`config.mk`:
```
export PLATFORM = sky130hd
export DESIGN_NAME = mem_access_unit_flat
export DESIGN_NICKNAME = d
export VERILOG_FILES = /design/src/rtl/mem_access_unit_if.sv /design/src/rtl/mem_access_unit.sv /design/src/flat_wrapper.sv
export SDC_FILE = /design/constraint.sdc
export NUM_CORES = 1
export LEC_CHECK = 0
export ABC_AREA = 1
export CAP_MARGIN = 20
export CELL_PAD_IN_SITES_DETAIL_PLACEMENT = 1
export CELL_PAD_IN_SITES_GLOBAL_PLACEMENT = 2
export CORE_ASPECT_RATIO = 0.9
export CORE_MARGIN = 2
export CORE_UTILIZATION = 18
export CTS_CLUSTER_DIAMETER = 200
export DETAILED_ROUTE_END_ITERATION = 10
export HOLD_SLACK_MARGIN = 0.02
export PLACE_DENSITY = 0.73
export SLEW_MARGIN = 15
export SYNTH_ARGS = -nofsm -noshare
export SYNTH_HDL_FRONTEND = slang
export SYNTH_SLANG_ARGS = --single-unit
```
`constraint.sdc`:
```
create_clock -name clk_i -period 1.7 [get_ports clk_i]
set_clock_uncertainty 0.15 [all_clocks]
set_input_delay 0.34 -clock clk_i [delete_from_list [all_inputs] [get_ports clk_i]]
set_output_delay 0.34 -clock clk_i [all_outputs]
set_load 0.03 [all_outputs]
```
`src/rtl/mem_access_unit_if.sv`:
```
// ---------------------------------------------------------------------------
// mem_access_unit_if
// Data-memory request/response bus between the MEM-stage access unit and the
// data memory.
//   mem_req_o   : request valid, held until the acknowledging cycle
//   mem_we_o    : 1 = store, 0 = load
//   mem_addr_o  : word-aligned byte address
//   mem_wdata_o : store data
//   mem_ack_i   : one-cycle completion pulse from memory
//   mem_rdata_i : load data, valid together with mem_ack_i
// master = access unit, slave = memory.
// ---------------------------------------------------------------------------
interface mem_access_unit_if;
    logic        mem_req_o;
    logic        mem_we_o;
    logic [31:0] mem_addr_o;
    logic [31:0] mem_wdata_o;
    logic        mem_ack_i;
    logic [31:0] mem_rdata_i;

    modport master (
        output mem_req_o, mem_we_o, mem_addr_o, mem_wdata_o,
        input  mem_ack_i, mem_rdata_i
    );

    modport slave (
        input  mem_req_o, mem_we_o, mem_addr_o, mem_wdata_o,
        output mem_ack_i, mem_rdata_i
    );
endinterface

```
`src/rtl/mem_access_unit.sv`:
```
// ---------------------------------------------------------------------------
// mem_access_unit
// MEM-stage load/store sequencer. An aligned memory op in EX/MEM stalls the
// pipeline, issues one registered request on the memory bus and waits for
// the ack (or a timeout), then presents the result to MEM/WB for one cycle.
// Misaligned ops are flagged and turned into a bubble without a request.
// Ports:
//   clk_i, rst_i          : clock, synchronous active-low reset
//   valid_i, MemRead_i, MemWrite_i, WB_i, addr_i, wdata_i, RegDst_i
//                         : EX/MEM pipeline register contents
//   mem                   : data-memory bus (master side)
//   stall_o               : freeze PC, IF/ID, ID/EX, EX/MEM
//   WB_o, data_o, addr_o, RegDst_o : toward MEM/WB
//   misalign_o            : misaligned access (combinational)
//   timeout_o             : one-cycle pulse in the DONE cycle after a timeout
// ---------------------------------------------------------------------------
module mem_access_unit #(
    parameter int unsigned TIMEOUT = 255
) (
    input  logic        clk_i,
    input  logic        rst_i,
    input  logic        valid_i,
    input  logic        MemRead_i,
    input  logic        MemWrite_i,
    input  logic [1:0]  WB_i,
    input  logic [31:0] addr_i,
    input  logic [31:0] wdata_i,
    input  logic [4:0]  RegDst_i,
    mem_access_unit_if.master mem,
    output logic        stall_o,
    output logic [1:0]  WB_o,
    output logic [31:0] data_o,
    output logic [31:0] addr_o,
    output logic [4:0]  RegDst_o,
    output logic        misalign_o,
    output logic        timeout_o
);
    typedef enum logic [1:0] {IDLE, WAIT, DONE} state_t;

    localparam logic [7:0] CNT_LAST = 8'(TIMEOUT - 1);

    state_t      state, state_nxt, view;
    logic [7:0]  cnt, cnt_nxt;
    logic [31:0] hold, hold_nxt;
    logic        req_nxt, we_nxt, tmo_nxt;
    logic [31:0] maddr_nxt, mwdata_nxt;
    logic        memop, aligned;

    assign memop   = valid_i & (MemRead_i | MemWrite_i);
    assign aligned = (addr_i[1:0] == 2'b00);

    always_ff @(posedge clk_i) begin
        if (!rst_i) begin
            state           <= IDLE;
            cnt             <= '0;
            hold            <= '0;
            timeout_o       <= 1'b0;
            mem.mem_req_o   <= 1'b0;
            mem.mem_we_o    <= 1'b0;
            mem.mem_addr_o  <= '0;
            mem.mem_wdata_o <= '0;
        end else begin
            state           <= state_nxt;
            cnt             <= cnt_nxt;
            hold            <= hold_nxt;
            timeout_o       <= tmo_nxt;
            mem.mem_req_o   <= req_nxt;
            mem.mem_we_o    <= we_nxt;
            mem.mem_addr_o  <= maddr_nxt;
            mem.mem_wdata_o <= mwdata_nxt;
        end
    end

    always_comb begin
        // While reset is asserted the pipeline-facing outputs behave as IDLE,
        // whatever state the register still holds.
        view       = rst_i ? state : IDLE;
        state_nxt  = state;
        cnt_nxt    = cnt;
        hold_nxt   = hold;
        tmo_nxt    = 1'b0;
        req_nxt    = mem.mem_req_o;
        we_nxt     = mem.mem_we_o;
        maddr_nxt  = mem.mem_addr_o;
        mwdata_nxt = mem.mem_wdata_o;
        stall_o    = 1'b0;
        WB_o       = 2'b00;
        data_o     = '0;
        addr_o     = addr_i;
        RegDst_o   = RegDst_i;
        misalign_o = 1'b0;

        case (view)
            IDLE: begin
                if (!memop) begin
                    WB_o = valid_i ? WB_i : 2'b00;
                end else if (!aligned) begin
                    misalign_o = 1'b1;
                end else begin
                    // Bubble this cycle; request goes out registered next edge.
                    // Read+write together is a store.
                    stall_o    = 1'b1;
                    state_nxt  = WAIT;
                    req_nxt    = 1'b1;
                    we_nxt     = MemWrite_i;
                    maddr_nxt  = addr_i;
                    mwdata_nxt = wdata_i;
                    cnt_nxt    = '0;
                end
            end
            WAIT: begin
                stall_o = 1'b1;
                // Ack takes priority over a timeout falling on the same cycle.
                if (mem.mem_ack_i) begin
                    state_nxt = DONE;
                    req_nxt   = 1'b0;
                    hold_nxt  = mem.mem_we_o ? '0 : mem.mem_rdata_i;
                end else if (cnt == CNT_LAST) begin
                    state_nxt = DONE;
                    req_nxt   = 1'b0;
                    hold_nxt  = '0;
                    tmo_nxt   = 1'b1;
                end else begin
                    cnt_nxt = cnt + 8'd1;
                end
            end
            DONE: begin
                data_o    = hold;
                WB_o      = timeout_o ? 2'b00 : WB_i;
                state_nxt = IDLE;
            end
            default: state_nxt = IDLE;
        endcase
    end
endmodule

```
`src/flat_wrapper.sv`:
```
// flat-port wrapper written by rule: the top's interface ports become plain ports
module mem_access_unit_flat 
#(
    parameter int unsigned TIMEOUT = 255
)
  (clk_i, rst_i, valid_i, MemRead_i, MemWrite_i, WB_i, addr_i, wdata_i, RegDst_i, stall_o, WB_o, data_o, addr_o, RegDst_o, misalign_o, timeout_o, mem_mem_req_o, mem_mem_we_o, mem_mem_addr_o, mem_mem_wdata_o, mem_mem_ack_i, mem_mem_rdata_i);
  mem_access_unit_if mem_i ();
  input  logic clk_i;
  input  logic rst_i;
  input  logic valid_i;
  input  logic MemRead_i;
  input  logic MemWrite_i;
  input  logic [1:0] WB_i;
  input  logic [31:0] addr_i;
  input  logic [31:0] wdata_i;
  input  logic [4:0] RegDst_i;
  output logic stall_o;
  output logic [1:0] WB_o;
  output logic [31:0] data_o;
  output logic [31:0] addr_o;
  output logic [4:0] RegDst_o;
  output logic misalign_o;
  output logic timeout_o;
  output wire logic [$bits(mem_i.mem_req_o)-1:0] mem_mem_req_o;
  output wire logic [$bits(mem_i.mem_we_o)-1:0] mem_mem_we_o;
  output wire logic [$bits(mem_i.mem_addr_o)-1:0] mem_mem_addr_o;
  output wire logic [$bits(mem_i.mem_wdata_o)-1:0] mem_mem_wdata_o;
  input wire logic [$bits(mem_i.mem_ack_i)-1:0] mem_mem_ack_i;
  input wire logic [$bits(mem_i.mem_rdata_i)-1:0] mem_mem_rdata_i;
  assign mem_mem_req_o = mem_i.mem_req_o;
  assign mem_mem_we_o = mem_i.mem_we_o;
  assign mem_mem_addr_o = mem_i.mem_addr_o;
  assign mem_mem_wdata_o = mem_i.mem_wdata_o;
  assign mem_i.mem_ack_i = mem_mem_ack_i;
  assign mem_i.mem_rdata_i = mem_mem_rdata_i;
  mem_access_unit #(.TIMEOUT(TIMEOUT)) u_core (.clk_i(clk_i), .rst_i(rst_i), .valid_i(valid_i), .MemRead_i(MemRead_i), .MemWrite_i(MemWrite_i), .WB_i(WB_i), .addr_i(addr_i), .wdata_i(wdata_i), .RegDst_i(RegDst_i), .mem(mem_i), .stall_o(stall_o), .WB_o(WB_o), .data_o(data_o), .addr_o(addr_o), .RegDst_o(RegDst_o), .misalign_o(misalign_o), .timeout_o(timeout_o));
endmodule
```
==> metrics.txt <==
busiest grt layer=met2; DRC viols=0; pre-CTS WS=-544 ps; CP Launch Point=u_core.state[0]$_SDFFE_PN0P_; drt initial violations=159; H-tree levels=3; Initial Util=18.4%; CP max stage delay=340 ps; Post-Route WL=17200 um; Max FO, Critical Path=16; Critical R2R Capture=u_core.mem.mem_addr_o[23]$_SDFFE_PN0P_; critical-path cell list=nand2_4 > nand3_4 > buf_12 > nor2_2 > buf_6; Die Height=156 um; failing checks=negative setup slack; outcome=complete, but fails checks; actual slew at the worst max-slew pin=441 ps; # diodes=0; Detailed Place HPWL=12300 um; Slew headroom=70.6%; CP Launch Type=flip-flop; critical path endpoint category=primary output; antenna violations before repair=0; CTS Buf Count=9; GR Util met1=14.2%; Worst Path Arrival=1410 ps; Synthesis Warnings=0; area leader, netlist=dfxtp_1; layout cell share with drive strength beyond 1=25.0%; average size of a mapped cell=7.20 sq um; worst reg-to-reg setup slack=80 ps; pin count of the biggest net entering global routing=40; reg2reg start=u_core.state[0]$_SDFFE_PN0P_; Final Hold Vio Count=0; Synth top area share=47.0%; Rows=55; Vias=4816; Worst Setup EP=data_o[9]; Hold Path Stages=3; DRT Pass-1 Iters=4; slowest CP cell=dfxtp_2; Required @ worst endpoint=1210 ps; Synth area leaders=dfxtp_1, nor2_1, nand2_1; DRT antenna net count=0; final worst path period need=1900 ps; Die W=173 um; CTS tree=yes; Core Util, Final=32.2%; Sink Count=109; Max Clk Rate=525 MHz; Mapped Nets=756; clock transition at the registers of the reported paths=80 ps; Crit Path Category=reg2out; Final setup viols=36; Yosys cell types=24; GRT overflow=0; number of port buffers=238; Setup TNS=-5790 ps; Max VDD drop=419 uV; met3 Use GR=3.79%; Clock Latency Late Sink=350 ps; area growth from synthesis to layout=75.0%; post-route clock period utilization=112%; worst reg2reg path depth=9; Layout Nets=990; GR Layer Usage met2=22.1%; Post-Synthesis Cells=645; leakage power=0.00335 uW; drt via density=3.93; number of synthesized register bits=109; RSZ-0062 raised after global routing=true; type of the most critical hold path=in2reg; # Max-Cap Violations=0; die area=27100 sq um; Ports=249; Tot GR Track Use=12.4%; CTS hold repair buffers=0; first-pass GRT wire length=26700 um; clk buf depth=2; Core Area=25300 sq um; vias in the first global route=5058; sequential area share after synthesis=47.0%; Worst Setup Slack, final=-204 ps; Power Dens Cells=739 nW/um^2; Pins Over Slew Limit=0; CTS root buf=clkbuf_16; Mapped Area=4650 sq um; post-DR wirelength/cell=14.0 um; GP Congestion=0.720
[Yosys cell counts (all sizes together)]
master / instances
nand3: 15
inv: 52
nor2: 182
clkinv: 1
dfxtp: 109
nor3: 2
o21ai: 70
buf: 57
nand4: 2
clkbuf: 13
o21bai: 1
nand2: 100
ha: 2
a21oi: 39
[metal layers]
metal  share of wire, %  up-vias
li1                   -     2443
met1                 43     2222
met2                 49      133
met3                6.5       18
met4                1.7        0
met5                  0        -
[cells in the final DEF, fill, tap and decap left out, drive strengths merged]
cell / instances
nor2: 182
buf: 120
dfxtp: 109
nand2: 100
clkdlybuf4s50: 97
dlygate4sd2: 70
o21ai: 70
inv: 56
a21oi: 39
clkbuf: 16
nand3: 15
clkinv: 3
nand4: 2
ha: 2
nor3: 2
o21bai: 1
[what timing repair did]
action | CTS | global route
setup buffers | 7 | 6
endpoints found under the setup margin | 186 | 135
gates cloned | 1 | 6
gates resized for setup | 158 | 98
pin swaps | 11 | 13
[worst max-delay path, delay by kind of cell (launching register included)]
kind | cells | cell delay, ps
buffers and inverters | 2 | 360
DFF | 1 | 340
and+or+nand+nor | 3 | 340
[registers in the layout (all words and copies together) (netlist names)]
name,count
u_core.mem.mem_req_o,1
u_core.mem.mem_addr_o,32
u_core.mem.mem_we_o,1
u_core.cnt,8
u_core.timeout_o,1
u_core.mem.mem_wdata_o,32
u_core.state,2
u_core.hold,32
[logic make-up (layout without fill, tap and decap cells)]
kind of cell	Yosys count	count (layout)	share of synthesized area [%]
buffers and inverters	123	362	14.8
AND/OR/NAND/NOR	301	301	25.7
adder cells (fa/ha/maj)	2	2	0.539
AO/OA/AOI/OAI	110	110	11.9
flip-flops	109	109	47.0
[final cells by class]
type	instances	area (sq um)
inverter	53	218
clock buffer	10	229
sequential	109	2190
clock inverter	6	67.6
fill	3018	17100
tap	342	428
timing repair buffer	293	2930
multi-input combinational	413	2060
[power by group]
| part | leakage, uW | internal [uW] | total (uW) | switching, uW |
|---|---|---|---|---|
| Combinational | 0.00232 | 533 | 1150 | 616 |
| Clock | 0.000144 | 1050 | 2170 | 1120 |
| Sequential | 0.000887 | 2640 | 2690 | 45.0 |
| Total | 0.00335 | 4220 | 6010 | 1780 |
[stage by stage]
step	hold slack [ps]	power, uW	area [sq um]	cells
finish	215	6010	8130	1226
global route	227	6310	8130	1226
CTS	283	6060	7790	1217
detailed placement	283	3870	7240	1194
global placement	270	3870	7240	1194
floorplan	269	3330	4650	645
[worst min-delay path by stage]
| stage | from | end | slack [ps] |
|---|---|---|---|
| after global placement | u_core.mem.mem_addr_o[1]$_SDFFE_PN0P_ | u_core.mem.mem_addr_o[1]$_SDFFE_PN0P_ | 270 |
| after global routing | MemWrite_i | u_core.mem.mem_we_o$_SDFFE_PN0P_ | 230 |
| after floorplan | mem_mem_ack_i | u_core.timeout_o$_SDFF_PP0_ | 270 |
| after detailed placement | u_core.mem.mem_addr_o[1]$_SDFFE_PN0P_ | u_core.mem.mem_addr_o[1]$_SDFFE_PN0P_ | 280 |
| after CTS | rst_i | u_core.cnt[7]$_SDFFE_PN0P_ | 280 |
| final | MemWrite_i | u_core.mem.mem_we_o$_SDFFE_PN0P_ | 210 |
(Power assumes the default switching activity.)
